<file path="src/rtl/yarp_operand_fetch.sv">
// Operand-fetch/issue stage: reads the register file, bypasses same-cycle writeback,
// tracks pending writers in a scoreboard and holds one instruction toward execute.
module yarp_operand_fetch #(
  parameter int XLEN = 32,
  parameter int NREG = 32,
  localparam int AW = $clog2(NREG)
) (
  input  logic            clk,
  input  logic            reset_n,
  input  logic            dec_valid_i,
  output logic            dec_ready_o,
  input  logic [AW-1:0]   rs1_addr_i,
  input  logic [AW-1:0]   rs2_addr_i,
  input  logic            rs1_en_i,
  input  logic            rs2_en_i,
  input  logic [AW-1:0]   rd_addr_i,
  input  logic            rd_wen_i,
  input  logic [XLEN-1:0] imm_i,
  input  logic [XLEN-1:0] pc_i,
  output logic [AW-1:0]   rf_rs1_addr_o,
  output logic [AW-1:0]   rf_rs2_addr_o,
  input  logic [XLEN-1:0] rf_rs1_data_i,
  input  logic [XLEN-1:0] rf_rs2_data_i,
  input  logic            wb_en_i,
  input  logic [AW-1:0]   wb_addr_i,
  input  logic [XLEN-1:0] wb_data_i,
  input  logic            flush_i,
  output logic            ex_valid_o,
  input  logic            ex_ready_i,
  output logic [XLEN-1:0] ex_op1_o,
  output logic [XLEN-1:0] ex_op2_o,
  output logic [AW-1:0]   ex_rd_addr_o,
  output logic            ex_rd_wen_o,
  output logic [XLEN-1:0] ex_imm_o,
  output logic [XLEN-1:0] ex_pc_o
);

  logic [NREG-1:0] pend;
  logic [NREG-1:0] pend_nxt;
  logic            wb_clr_rs1;
  logic            wb_clr_rs2;
  logic            wb_clr_rd;
  logic            hazard;
  logic            accept;
  logic [XLEN-1:0] op1;
  logic [XLEN-1:0] op2;

  assign rf_rs1_addr_o = rs1_addr_i;
  assign rf_rs2_addr_o = rs2_addr_i;

  // A writeback landing this cycle resolves the hazard because its value is bypassed.
  assign wb_clr_rs1 = wb_en_i && (wb_addr_i == rs1_addr_i);
  assign wb_clr_rs2 = wb_en_i && (wb_addr_i == rs2_addr_i);
  assign wb_clr_rd  = wb_en_i && (wb_addr_i == rd_addr_i);

  assign hazard = (rs1_en_i && pend[rs1_addr_i] && !wb_clr_rs1)
               || (rs2_en_i && pend[rs2_addr_i] && !wb_clr_rs2)
               || (rd_wen_i && (rd_addr_i != '0) && pend[rd_addr_i] && !wb_clr_rd);

  assign dec_ready_o = !hazard && (!ex_valid_o || ex_ready_i) && !flush_i;
  assign accept      = dec_valid_i && dec_ready_o;

  always_comb begin
    op1 = rf_rs1_data_i;
    if (rs1_addr_i == '0)
      op1 = '0;
    else if (wb_en_i && (wb_addr_i == rs1_addr_i))
      op1 = wb_data_i;
  end

  always_comb begin
    op2 = rf_rs2_data_i;
    if (rs2_addr_i == '0)
      op2 = '0;
    else if (wb_en_i && (wb_addr_i == rs2_addr_i))
      op2 = wb_data_i;
  end

  // Order matters: a new writer's set overrides a same-cycle writeback clear.
  always_comb begin
    pend_nxt = pend;
    if (wb_en_i)
      pend_nxt[wb_addr_i] = 1'b0;
    if (accept && rd_wen_i && (rd_addr_i != '0))
      pend_nxt[rd_addr_i] = 1'b1;
    if (flush_i && ex_valid_o && ex_rd_wen_o)
      pend_nxt[ex_rd_addr_o] = 1'b0;
    pend_nxt[0] = 1'b0;
  end

  always_ff @(posedge clk or negedge reset_n) begin
    if (!reset_n) begin
      pend         <= '0;
      ex_valid_o   <= 1'b0;
      ex_op1_o     <= '0;
      ex_op2_o     <= '0;
      ex_rd_addr_o <= '0;
      ex_rd_wen_o  <= 1'b0;
      ex_imm_o     <= '0;
      ex_pc_o      <= '0;
    end else begin
      pend <= pend_nxt;
      if (accept) begin
        ex_valid_o   <= 1'b1;
        ex_op1_o     <= op1;
        ex_op2_o     <= op2;
        ex_rd_addr_o <= rd_addr_i;
        ex_rd_wen_o  <= rd_wen_i;
        ex_imm_o     <= imm_i;
        ex_pc_o      <= pc_i;
      end else if (ex_ready_i || flush_i) begin
        ex_valid_o <= 1'b0;
      end
    end
  end

endmodule

</file>
<file path="config.mk">
export PLATFORM = sky130hd
export DESIGN_NAME = yarp_operand_fetch
export DESIGN_NICKNAME = d
export VERILOG_FILES = /design/src/rtl/yarp_operand_fetch.sv
export SDC_FILE = /design/constraint.sdc
export NUM_CORES = 1
export LEC_CHECK = 0
export ABC_AREA = 1
export BUFFER_PORTS_ARGS = -buffer_cell sky130_fd_sc_hd__buf_4
export CORE_MARGIN = 8
export CORE_UTILIZATION = 45
export CTS_CLUSTER_SIZE = 10
export DETAILED_ROUTE_END_ITERATION = 8
export PLACE_DENSITY = 0.74
export SYNTH_ARGS = -nofsm -noshare
export SYNTH_HDL_FRONTEND = slang
export SYNTH_SLANG_ARGS = --single-unit
</file>
<file path="constraint.sdc">
create_clock -name clk -period 2.08 [get_ports clk]
set_input_delay 0.104 -clock clk [delete_from_list [all_inputs] [get_ports clk]]
set_output_delay 0.104 -clock clk [all_outputs]
set_load 0.02 [all_outputs]
</file>
==> impl_metrics.json, run 1 <==
{
  "outcome": "complete, but fails checks",
  "violated_checks": "setup timing",
  "p_sw_share_pct": 38.3,
  "fmaxAchievable_ghz": 0.457,
  "drt_wl_cell_um": 20.5,
  "critPathRequiredTime_ns": 2.40,
  "synth_sequential_area_ratio_pct": 44.5,
  "area_delta_synth_final_pct": 55.8,
  "grt-ovfl-total": 0,
  "finalCriticalPeriod_ns": 2.19,
  "synth-simple-area-share_pct": 29.6,
  "synthCells": 1317,
  "slew-limit-headroom_pct": 53.2,
  "tritoncts": "done",
  "powerDensity_nw_per_um2": 917,
  "fp.coreArea_um2": 20300,
  "drt-total-wl_um": 42000,
  "tightestPinTransition_ns": 0.702,
  "synth_top_family_by_area": "simple AND/OR/NAND/NOR gates",
  "avgViaCountPerCell": 5.50,
  "hold_viol": 0,
  "power.net_switching_mw": 5.11,
  "globalRoute.busiestLayer": "met2",
  "crit-reg2reg-launch": "pend[24]",
  "power_report.internal_total_mw": 8.22,
  "synth-warning-count": 0,
  "critPathLaunchType": "flip-flop",
  "cts_num_sinks": 166,
  "netlist-cell-type-count": 27,
  "port-buffer-count": 334,
  "final_layout_size_suffix_gt1_share_pct": 29.2,
  "inserted_clock_buffers": 17,
  "pre_cts_ws_ns": -0.166,
  "routed-via-count": 11300,
  "gp_routability_congestion": 0.990,
  "timing.final.ws_setup_ns": -0.110,
  "cts-htree-levels": 4,
  "critPathCaptureType": "flip-flop",
  "track_usage_pct": 31.4,
  "antenna_violations_before_repair": 3,
  "drt_iter0_drc": 1064,
  "critical_path_arrival_ns": 2.51,
  "hold_path.class": "input pin to flip-flop",
  "seq_area_um2": 4160,
  "met3_routing_resource_usage_after_global_routing_pct": 10.9,
  "synthesis.area_per_instance_um2": 7.09,
  "die-area_um2": 25600,
  "max_cap_violations": 0,
  "cts.path.max_buffers": 2,
  "grtUsageMet2_pct": 48.4,
  "timing_worst_setup_path_type": "flip-flop to flip-flop",
  "design_power_total_mw": 13.3,
  "dpl_cell_area_um2": 12300,
  "share_comb_of_total_power_pct": 38.9,
  "cp_max_fanout": 9,
  "final_cell_area_um2": 14500,
  "vdd.ir_drop.worst_uv": 643,
  "fin_skew_ns": 0.0164,
  "insertion_delay_of_the_later_clocked_pin_in_the_worst_skew_pair_ns": 0.43,
  "grt_first_pass_wirelength_um": 64300,
  "power.static_leakage_nw": 7.61,
  "die_y_um": 160,
  "floorplan.die.width_um": 160,
  "rows": 52,
  "first_global_vias": 11500,
  "setup_viol": 136,
  "post_synth_xor_xnor_area_pct": 0.0938,
  "postRouteAntennaNets": 0,
  "hp-start": "rf_rs2_data_i[6]",
  "synth_fa_ha_area_share_pct": 0,
  "post-dp-hpwl_um": 28800,
  "ys_ff_latch": 166,
  "ctsRootBufferMaster": "sky130_fd_sc_hd__clkbuf_16",
  "floorplan.initialDensity_pct": 46.0,
  "synth.cell_area_um2": 9330,
  "syn_nets": 1506,
  "top_level_ports": 335,
  "synth-compound-area-share_pct": 15.0,
  "grt_max_degree": 65,
  "filler_cell_count": 1591,
  "detail_route.drc_violations": 0,
  "clkTransAtPathRegs_ns": 0.07,
  "portion_of_the_clock_cycle_consumed_by_the_worst_path_in_the_final_layout_pct": 105,
  "finalNetCount": 1949,
  "seqPwrFrac_pct": 35.7,
  "drt_pre_antenna_iters": 5,
  "unrepaired_setup_endpoints_after_global_routing": "true",
  "post_synth_mux_area_share_pct": 0,
  "crit_path_start": "pend[24]",
  "combined_area_of_the_multi_input_logic_cells_um2": 4390,
  "maxSlewViolCount": 0,
  "power_frac_clock_pct": 25.4,
  "met1_usage_pct": 37.7
}
[layer usage]
| layer | up-vias | share of wire (%) | routed length, um |
|---|---|---|---|
| li1 | 5134 | - | - |
| met1 | 5215 | 38 | 15800 |
| met2 | 759 | 46 | 19500 |
| met3 | 160 | 11 | 4660 |
| met4 | 0 | 4.9 | 2050 |
| met5 | - | 0 | 0 |
[worst paths after layout]
check	end	slack (ns)	cells after the start
worst max-delay path	ex_imm_o[25]	-0.11	14
worst max register to register	ex_imm_o[25]	-0.11	14
min in group asynchronous	ex_imm_o[11]	0.18	2
max in group asynchronous	ex_op1_o[16]	1.23	3
worst min-delay path	ex_op2_o[6]	0.03	5
worst min register to register	ex_imm_o[1]	0.48	2
[cells in the mapped netlist, drive strengths merged]
library cell,instances,area [um2]
nor4,2,12.5
buf,54,354
o22ai,5,31.3
inv,143,539
o21bai,9,67.6
xor2,1,8.76
nor3,23,115
a31o,1,8.76
nand2,496,1860
o21ai,41,205
nand3,50,250
nor2,79,309
nor3b,1,7.51
a21oi,114,571
o211ai,69,518
dfrtp,166,4150
clkbuf,31,116
nand4,32,200
[cell usage in the layout (no fill, tap or decap), types with 8 or more instances in the layout]
cell type                       instances
sky130_fd_sc_hd__a21oi_1              103
sky130_fd_sc_hd__a21oi_2               11
sky130_fd_sc_hd__buf_12                14
sky130_fd_sc_hd__buf_4                372
sky130_fd_sc_hd__buf_6                  8
sky130_fd_sc_hd__clkbuf_16             21
sky130_fd_sc_hd__dfrtp_1              165
sky130_fd_sc_hd__dlygate4sd3_1        100
sky130_fd_sc_hd__inv_1                137
sky130_fd_sc_hd__nand2_1              448
sky130_fd_sc_hd__nand2_2               46
sky130_fd_sc_hd__nand3_1               45
sky130_fd_sc_hd__nand4_1               32
sky130_fd_sc_hd__nor2_1                76
sky130_fd_sc_hd__nor3_1                23
sky130_fd_sc_hd__o211ai_1              69
sky130_fd_sc_hd__o21ai_0               33
sky130_fd_sc_hd__o21bai_1               9
[cell families (layout without fill, tap and decap cells)]
logic type,count (synthesis),count (layout)
buf+inv,228,684
xor+xnor,1,1
simple gates,683,683
other cells,0,4
flops,166,166
compound gates,239,239
[power by group through the flow]
stage	Clock [mW]	Sequential, mW	Combinational (mW)
floorplan	0	5.51	1.46
global placement	0	4.69	4.64
detailed placement	0	4.69	4.70
CTS	3.43	4.68	4.96
global route	3.56	4.85	5.55
finish	3.38	4.76	5.19
[area by class of cell]
| class | instances | share of cell area (%) |
|---|---|---|
| Tap cell | 270 | 2.32 |
| Inverter | 143 | 3.79 |
| Antenna cell | 4 | 0.0688 |
| Timing Repair inverter | 1 | 0.0602 |
| Multi-Input combinational cell | 923 | 30.2 |
| Sequential cell | 166 | 28.6 |
| Timing Repair Buffer | 508 | 30.7 |
| Clock buffer | 19 | 2.98 |
| Clock inverter | 13 | 1.30 |
[worst max-delay path, cell delays in order, from the launching register on]
cell	delay, ns
sky130_fd_sc_hd__dfrtp_1	0.40
sky130_fd_sc_hd__buf_4	0.14
sky130_fd_sc_hd__a21oi_1	0.14
sky130_fd_sc_hd__nand3_1	0.10
sky130_fd_sc_hd__nand3_1	0.15
sky130_fd_sc_hd__nand3_1	0.08
sky130_fd_sc_hd__nand2_1	0.08
sky130_fd_sc_hd__nor2_2	0.05
sky130_fd_sc_hd__nor2_4	0.19
sky130_fd_sc_hd__buf_6	0.15
sky130_fd_sc_hd__nand2_8	0.09
sky130_fd_sc_hd__buf_12	0.19
sky130_fd_sc_hd__clkbuf_16	0.17
sky130_fd_sc_hd__nand2_1	0.07
sky130_fd_sc_hd__nand2_1	0.06
[registers in the layout (all words and copies together), names as in the netlist]
| register | count |
|---|---|
| ex_rd_wen_o | 1 |
| ex_op2_o | 32 |
| ex_op1_o | 32 |
| pend | 31 |
| ex_imm_o | 32 |
| ex_rd_addr_o | 5 |
| ex_pc_o | 32 |
| ex_valid_o | 1 |
[through the flow]
stage | TNS (ns) | utilization [%] | instances | hold WS [ns]
final | -8.02 | 71.6 | 2047 | 0.0344
after global routing | -29.01 | 71.6 | 2046 | 0.0299
after CTS | -0.182 | 69.8 | 2034 | 0.0181
after detailed placement | -11.15 | 60.7 | 1893 | 0.0753
after global placement | -22.89 | 60.7 | 1893 | 0.0788
after floorplan | 0 | - | 1317 | -0.192
[timing repair]
action / in CTS / in global routing
gates cloned: 3 / 5
hold buffers: 100 / 0
resized for setup: 29 / 78
endpoints found under the setup margin: 11 / 166
pin swaps: 13 / 8
buffers inserted: 6 / 5
endpoints found under the hold margin: 174 / 0
Power figures use the tool's default switching activity.
==> inputs of run 2 (changes only) <==
--- a/config.mk
+++ b/config.mk
@@ -8,10 +8,12 @@
 export ABC_AREA = 1
 export BUFFER_PORTS_ARGS = -buffer_cell sky130_fd_sc_hd__buf_4
 export CORE_MARGIN = 8
-export CORE_UTILIZATION = 45
+export CORE_UTILIZATION = 32
 export CTS_CLUSTER_SIZE = 10
 export DETAILED_ROUTE_END_ITERATION = 8
-export PLACE_DENSITY = 0.74
+export GPL_ROUTABILITY_DRIVEN = 1
+export GPL_TIMING_DRIVEN = 0
+export PLACE_DENSITY = 0.57
 export SYNTH_ARGS = -nofsm -noshare
 export SYNTH_HDL_FRONTEND = slang
 export SYNTH_SLANG_ARGS = --single-unit
==> impl_metrics.json, run 2 (synthesized netlist as in run 1, its figures left out) <==
{
  "p_sw_share_pct": 39.0,
  "cts.path.max_buffers": 2,
  "filler_cell_count": 2807,
  "instances_no_fill": 2174,
  "path_cells": "nand2_1, nand2_1, nand2_1, nand2_1, nand2_1, nand2_1, nor2_1, nand2_1, nand2_2, nand3_2, nor2_4, nand2_4, inv_6, buf_12, buf_12, o211ai_1, nand2_1",
  "ctsRootBufferMaster": "sky130_fd_sc_hd__clkbuf_16",
  "power_frac_clock_pct": 24.9,
  "cp_max_fanout": 8,
  "antenna_violations_before_repair": 1,
  "first_global_vias": 11000,
  "vdd.ir_drop.worst_uv": 473,
  "drt_pre_antenna_iters": 7,
  "seqPwrFrac_pct": 36.5,
  "fin_setup_tns_ns": -15.50,
  "routed-via-count": 10800,
  "share_comb_of_total_power_pct": 38.7,
  "post-dp-hpwl_um": 31600,
  "timing.final.ws_setup_ns": -0.186,
  "timing_worst_setup_path_type": "flip-flop to flip-flop",
  "tritoncts": "done",
  "insertion_delay_of_the_later_clocked_pin_in_the_worst_skew_pair_ns": 0.43,
  "max_cap_violations": 0,
  "placed_cells_incl_taps": 2028,
  "power.net_switching_mw": 5.02,
  "gp_routability_congestion": 0.919,
  "portion_of_the_clock_cycle_consumed_by_the_worst_path_in_the_final_layout_pct": 109,
  "cts-htree-levels": 4,
  "floorplan.initialDensity_pct": 32.5,
  "fmaxAchievable_ghz": 0.441,
  "detail_route.drc_violations": 0,
  "track_usage_pct": 23.3,
  "top_level_ports": 335,
  "setup_viol": 143,
  "clkTransAtPathRegs_ns": 0.08,
  "inserted_clock_buffers": 17,
  "postRouteAntennaNets": 0,
  "drt_wl_cell_um": 19.5,
  "violated_checks": "setup timing",
  "final_cell_area_um2": 14400,
  "avgViaCountPerCell": 4.98,
  "die_y_um": 187,
  "fin_skew_ns": 0.0232,
  "timing.critical_path.slowest_cell_delay_ns": 0.48,
  "critPathMostFrequentCell": "sky130_fd_sc_hd__nand2_1",
  "dpl_cell_area_um2": 12300,
  "grt_max_degree": 85,
  "layout_common_cells": "sky130_fd_sc_hd__nand2_1, sky130_fd_sc_hd__buf_4, sky130_fd_sc_hd__dfrtp_1",
  "power.static_leakage_nw": 7.48,
  "finalCriticalPeriod_ns": 2.27,
  "critPathRequiredTime_ns": 2.45,
  "cts_num_sinks": 166,
  "maxSlewViolCount": 0,
  "post-route-util_pct": 50.1,
  "drt_iter0_drc": 879,
  "critical_path_arrival_ns": 2.64,
  "pre_cts_ws_ns": -0.573,
  "grt_first_pass_wirelength_um": 64600,
  "slew-limit-headroom_pct": 35.4,
  "power_report.internal_total_mw": 7.86,
  "final_common_cell": "sky130_fd_sc_hd__nand2_1",
  "grt-ovfl-total": 0,
  "critPathCaptureType": "flip-flop",
  "unrepaired_setup_endpoints_after_global_routing": "true",
  "floorplan.die.width_um": 187,
  "powerDensity_nw_per_um2": 895,
  "fp.coreArea_um2": 28700,
  "area_delta_synth_final_pct": 54.1,
  "outcome": "complete, but fails checks",
  "hold_path.class": "input pin to flip-flop",
  "rows": 62,
  "final_layout_size_suffix_gt1_share_pct": 26.1,
  "finalNetCount": 1966,
  "drt-total-wl_um": 42400,
  "tightestPinTransition_ns": 0.961,
  "port-buffer-count": 326,
  "hold_viol": 0,
  "critPathLaunchType": "flip-flop",
  "critical_path.slowest_cell": "sky130_fd_sc_hd__dfrtp_1",
  "die-area_um2": 34900
}
run 2: cell type report:
class / instances / area (um2) / area share (%)
multi-input cells: 924 / 4290 / 29.8
flip-flops and latches: 166 / 4160 / 28.9
repair buffers: 440 / 3720 / 25.9
plain buffers: 85 / 624 / 4.34
inverters: 143 / 544 / 3.78
well taps: 384 / 480 / 3.34
clock buffers: 18 / 429 / 2.98
clock inverters: 13 / 138 / 0.957
diodes: 1 / 2.50 / 0.0174
run 2: final timing paths:
check | startpoint | endpoint | slack (ns) | cells after the start
max | pend[4] | ex_op1_o[16] | -0.19 | 17
min | wb_data_i[0] | ex_op1_o[0] | 0.02 | 3
max reg2reg | pend[4] | ex_op1_o[16] | -0.19 | 17
min reg2reg | ex_op1_o[5] | ex_op1_o[5] | 0.48 | 2
max in group asynchronous | reset_n | pend[6] | 0.94 | 3
min in group asynchronous | reset_n | ex_imm_o[10] | 0.24 | 2
run 2: timing repair:
action / 4_1_cts / 5_1_grt
buffers inserted: 4 / 2
endpoints found under the hold margin: 211 / 0
pin swaps: 2 / 14
hold buffers: 99 / 0
endpoints found under the setup margin: 146 / 167
resized for setup: 31 / 67
gates cloned: 0 / 8
run 2: routing by layer:
metal / track usage, % / wire length (um)
met4: 7.91 / 1260
met5: 0 / 0
met3: 6.71 / 3630
met2: 38.1 / 20000
met1: 29.1 / 17500
run 2: worst max-delay path, delay by kind of cell, from the launching register on:
kind / cells / cell delay [ns]
compound gates: 1 / 0.12
buf+inv: 3 / 0.42
flops: 1 / 0.48
simple gates: 13 / 1.19
run 2: metrics by stage:
step | hold WS, ns | total power, mW
2_1_floorplan | -0.192 | 6.97
3_3_place_gp | 0.297 | 9.30
3_5_place_dp | 0.155 | 9.34
4_1_cts | 0.000695 | 12.8
5_1_grt | 0.000410 | 13.6
6_report | 0.0151 | 12.9
run 2: power groups by stage:
stage	logic [mW]	registers [mW]	clock network [mW]
floorplan	1.46	5.51	0
global placement	4.61	4.69	0
detailed placement	4.64	4.70	0
CTS	4.85	4.67	3.26
global route	5.39	4.80	3.39
finish	4.98	4.69	3.20
==> inputs of run 3 (changes only) <==
--- a/config.mk
+++ b/config.mk
@@ -14,6 +14,7 @@
 export GPL_ROUTABILITY_DRIVEN = 1
 export GPL_TIMING_DRIVEN = 0
 export PLACE_DENSITY = 0.57
+export SKIP_LAST_GASP = 1
 export SYNTH_ARGS = -nofsm -noshare
 export SYNTH_HDL_FRONTEND = slang
 export SYNTH_SLANG_ARGS = --single-unit
==> constraint.sdc (replaced) <==
create_clock -name clk -period 2.23 [get_ports clk]
set_input_delay 0.1115 -clock clk [delete_from_list [all_inputs] [get_ports clk]]
set_output_delay 0.1115 -clock clk [all_outputs]
set_load 0.02 [all_outputs]
==> impl_metrics.json, run 3 (synthesized netlist as in run 1, its figures left out) <==
{
  "area_delta_synth_final_pct": 52.2,
  "critical_path.endpoint": "ex_op1_o[0]",
  "critical_path_arrival_ns": 2.61,
  "critPathLaunchType": "flip-flop",
  "top_level_ports": 335,
  "inserted_clock_buffers": 17,
  "floorplan.die.width_um": 187,
  "setup_viol": 3,
  "instances_no_fill": 2174,
  "insertion_delay_of_the_later_clocked_pin_in_the_worst_skew_pair_ns": 0.43,
  "timing.critical_path.slowest_cell_delay_ns": 0.41,
  "largest_delay_contributor_family_on_the_critical_path": "simple AND/OR/NAND/NOR gates",
  "hold_path.class": "input pin to flip-flop",
  "power_frac_clock_pct": 25.1,
  "crit_path_start": "pend[21]",
  "post-route-util_pct": 49.5,
  "cp_num_cells": 16,
  "placed_cells_incl_taps": 2028,
  "clkTransAtPathRegs_ns": 0.08,
  "cp_max_fanout": 10,
  "final_common_cell": "sky130_fd_sc_hd__nand2_1",
  "timing_worst_setup_path_type": "flip-flop to flip-flop",
  "path_buf_inv": 4,
  "grt_max_degree": 85,
  "pre_cts_ws_ns": -0.431,
  "filler_cell_count": 2828,
  "final_layout_size_suffix_gt1_share_pct": 25.6,
  "drt_wl_cell_um": 19.2,
  "outcome": "complete, but fails checks",
  "tritoncts": "done",
  "violated_checks": "setup timing",
  "power_report.internal_total_mw": 7.29,
  "p_sw_share_pct": 39.0,
  "fin_skew_ns": 0.0224,
  "critical_path.slowest_cell": "sky130_fd_sc_hd__dfrtp_1",
  "seqPwrFrac_pct": 36.5,
  "finalCriticalPeriod_ns": 2.25,
  "grt-ovfl-total": 0,
  "hold_viol": 0,
  "power.net_switching_mw": 4.65,
  "cts.path.max_buffers": 2,
  "finalNetCount": 1966,
  "drt_iter0_drc": 920,
  "routed-via-count": 10800,
  "worst-r2r-setup-slack_ns": -0.02,
  "vdd.ir_drop.worst_uv": 431,
  "port-buffer-count": 326,
  "critPathCaptureType": "flip-flop",
  "grt_first_pass_wirelength_um": 64400,
  "detail_route.drc_violations": 0,
  "antenna_violations_before_repair": 1,
  "cts-htree-levels": 4,
  "unrepaired_setup_endpoints_after_global_routing": "true",
  "fmaxAchievable_ghz": 0.445,
  "ctsRootBufferMaster": "sky130_fd_sc_hd__clkbuf_16",
  "portion_of_the_clock_cycle_consumed_by_the_worst_path_in_the_final_layout_pct": 101,
  "maxSlewViolCount": 0,
  "critPathMostFrequentCell": "sky130_fd_sc_hd__nand2_1",
  "first_global_vias": 11000,
  "drt_pre_antenna_iters": 6,
  "rr_endpoint": "ex_op1_o[0]",
  "gp_routability_congestion": 0.919,
  "timing.final.ws_setup_ns": -0.0172,
  "die_y_um": 187,
  "max_cap_violations": 0,
  "track_usage_pct": 23.2,
  "floorplan.initialDensity_pct": 32.5,
  "powerDensity_nw_per_um2": 841,
  "path_cells": "buf_4, nand2_1, nand3_1, nand3_1, nand2_1, nor2_1, nand2_1, nand3_2, nand3_2, nor2_4, nand2_4, inv_6, buf_12, buf_12, o211ai_1, nand2_1",
  "share_comb_of_total_power_pct": 38.4,
  "finalHoldWorstSlack_ns": 0.0293,
  "fp.coreArea_um2": 28700,
  "die-area_um2": 34900,
  "drt-total-wl_um": 41800,
  "avgViaCountPerCell": 4.95,
  "crit-reg2reg-launch": "pend[21]",
  "critPathRequiredTime_ns": 2.59,
  "cts_num_sinks": 166,
  "rows": 62,
  "postRouteAntennaNets": 0,
  "slew-limit-headroom_pct": 34.4,
  "worstRegToRegCells": 16,
  "post-dp-hpwl_um": 31600,
  "layout_common_cells": "sky130_fd_sc_hd__nand2_1, sky130_fd_sc_hd__buf_4, sky130_fd_sc_hd__dfrtp_1",
  "power.static_leakage_nw": 7.43,
  "tightestPinTransition_ns": 0.976,
  "design_power_total_mw": 11.9
}
## run 3: cell count changes in the layout (fill, tap and decap cells not counted), sizes merged
cell / before / now
buf: 385 / 391
clkbuf: 59 / 53
## run 3: worst min-delay path by stage
stage                       from           end  slack, ns  depth (start not counted)
floorplan                reset_n   ex_imm_o[0]      -0.18                          0
global placement         pc_i[5]    ex_pc_o[5]       0.30                          3
detailed placement       reset_n  ex_imm_o[10]       0.16                          1
CTS                 wb_data_i[0]   ex_op1_o[0]      0.008                          3
global route        wb_data_i[0]   ex_op1_o[0]      0.008                          3
finish              wb_data_i[0]   ex_op1_o[0]       0.03                          3
## run 3: repair_timing
item | CTS | global route
setup buffers | 3 | 9
gates resized for setup | 13 | 73
pin swaps | 1 | 2
setup endpoints to repair | 131 | 162
gates cloned | 0 | 2
hold buffers | 99 | 0
endpoints found under the hold margin | 211 | 0
## run 3: cell type report
| class | count | area (um2) | share of cell area [%] |
|---|---|---|---|
| Buffer | 85 | 601 | 4.23 |
| Inverter | 143 | 544 | 3.83 |
| Multi-Input combinational cell | 924 | 4250 | 29.9 |
| Clock buffer | 18 | 429 | 3.02 |
| Clock inverter | 13 | 138 | 0.969 |
| Timing Repair Buffer | 440 | 3610 | 25.4 |
| Antenna cell | 1 | 2.50 | 0.0176 |
| Tap cell | 384 | 480 | 3.38 |
| Sequential cell | 166 | 4160 | 29.3 |
## run 3: tightest hold or removal path, delay by kind of cell
family / cells / cell delay (ns)
simple gates: 1 / 0.08
compound gates: 1 / 0.14
buf+inv: 1 / 0.08
## run 3: per-stage QoR
step	setup TNS, ns	cell area (um2)
after global routing	-14.47	14200
after detailed placement	-49.09	12300
after floorplan	0	9330
after global placement	-54.64	12300
final	-0.0372	14200
after CTS	-0.0685	13900
## run 3: metal layers
metal | GRT usage (%) | vias to the layer above | wire [um] | part of all wire (%)
met2 | 37.9 | 479 | 19600 | 47
li1 | - | 5148 | - | -
met1 | 28.9 | 5051 | 17400 | 42
met4 | 7.94 | 0 | 1270 | 3.0
met5 | 0 | - | 0 | 0
met3 | 6.80 | 79 | 3500 | 8.4
## run 3: power by group through the flow
stage,logic [mW],registers (mW),clock network (mW)
2_1_floorplan,1.36,5.14,0
3_3_place_gp,4.30,4.37,0
3_5_place_dp,4.33,4.38,0
4_1_cts,4.51,4.35,3.05
5_1_grt,4.98,4.46,3.16
6_report,4.59,4.36,2.99
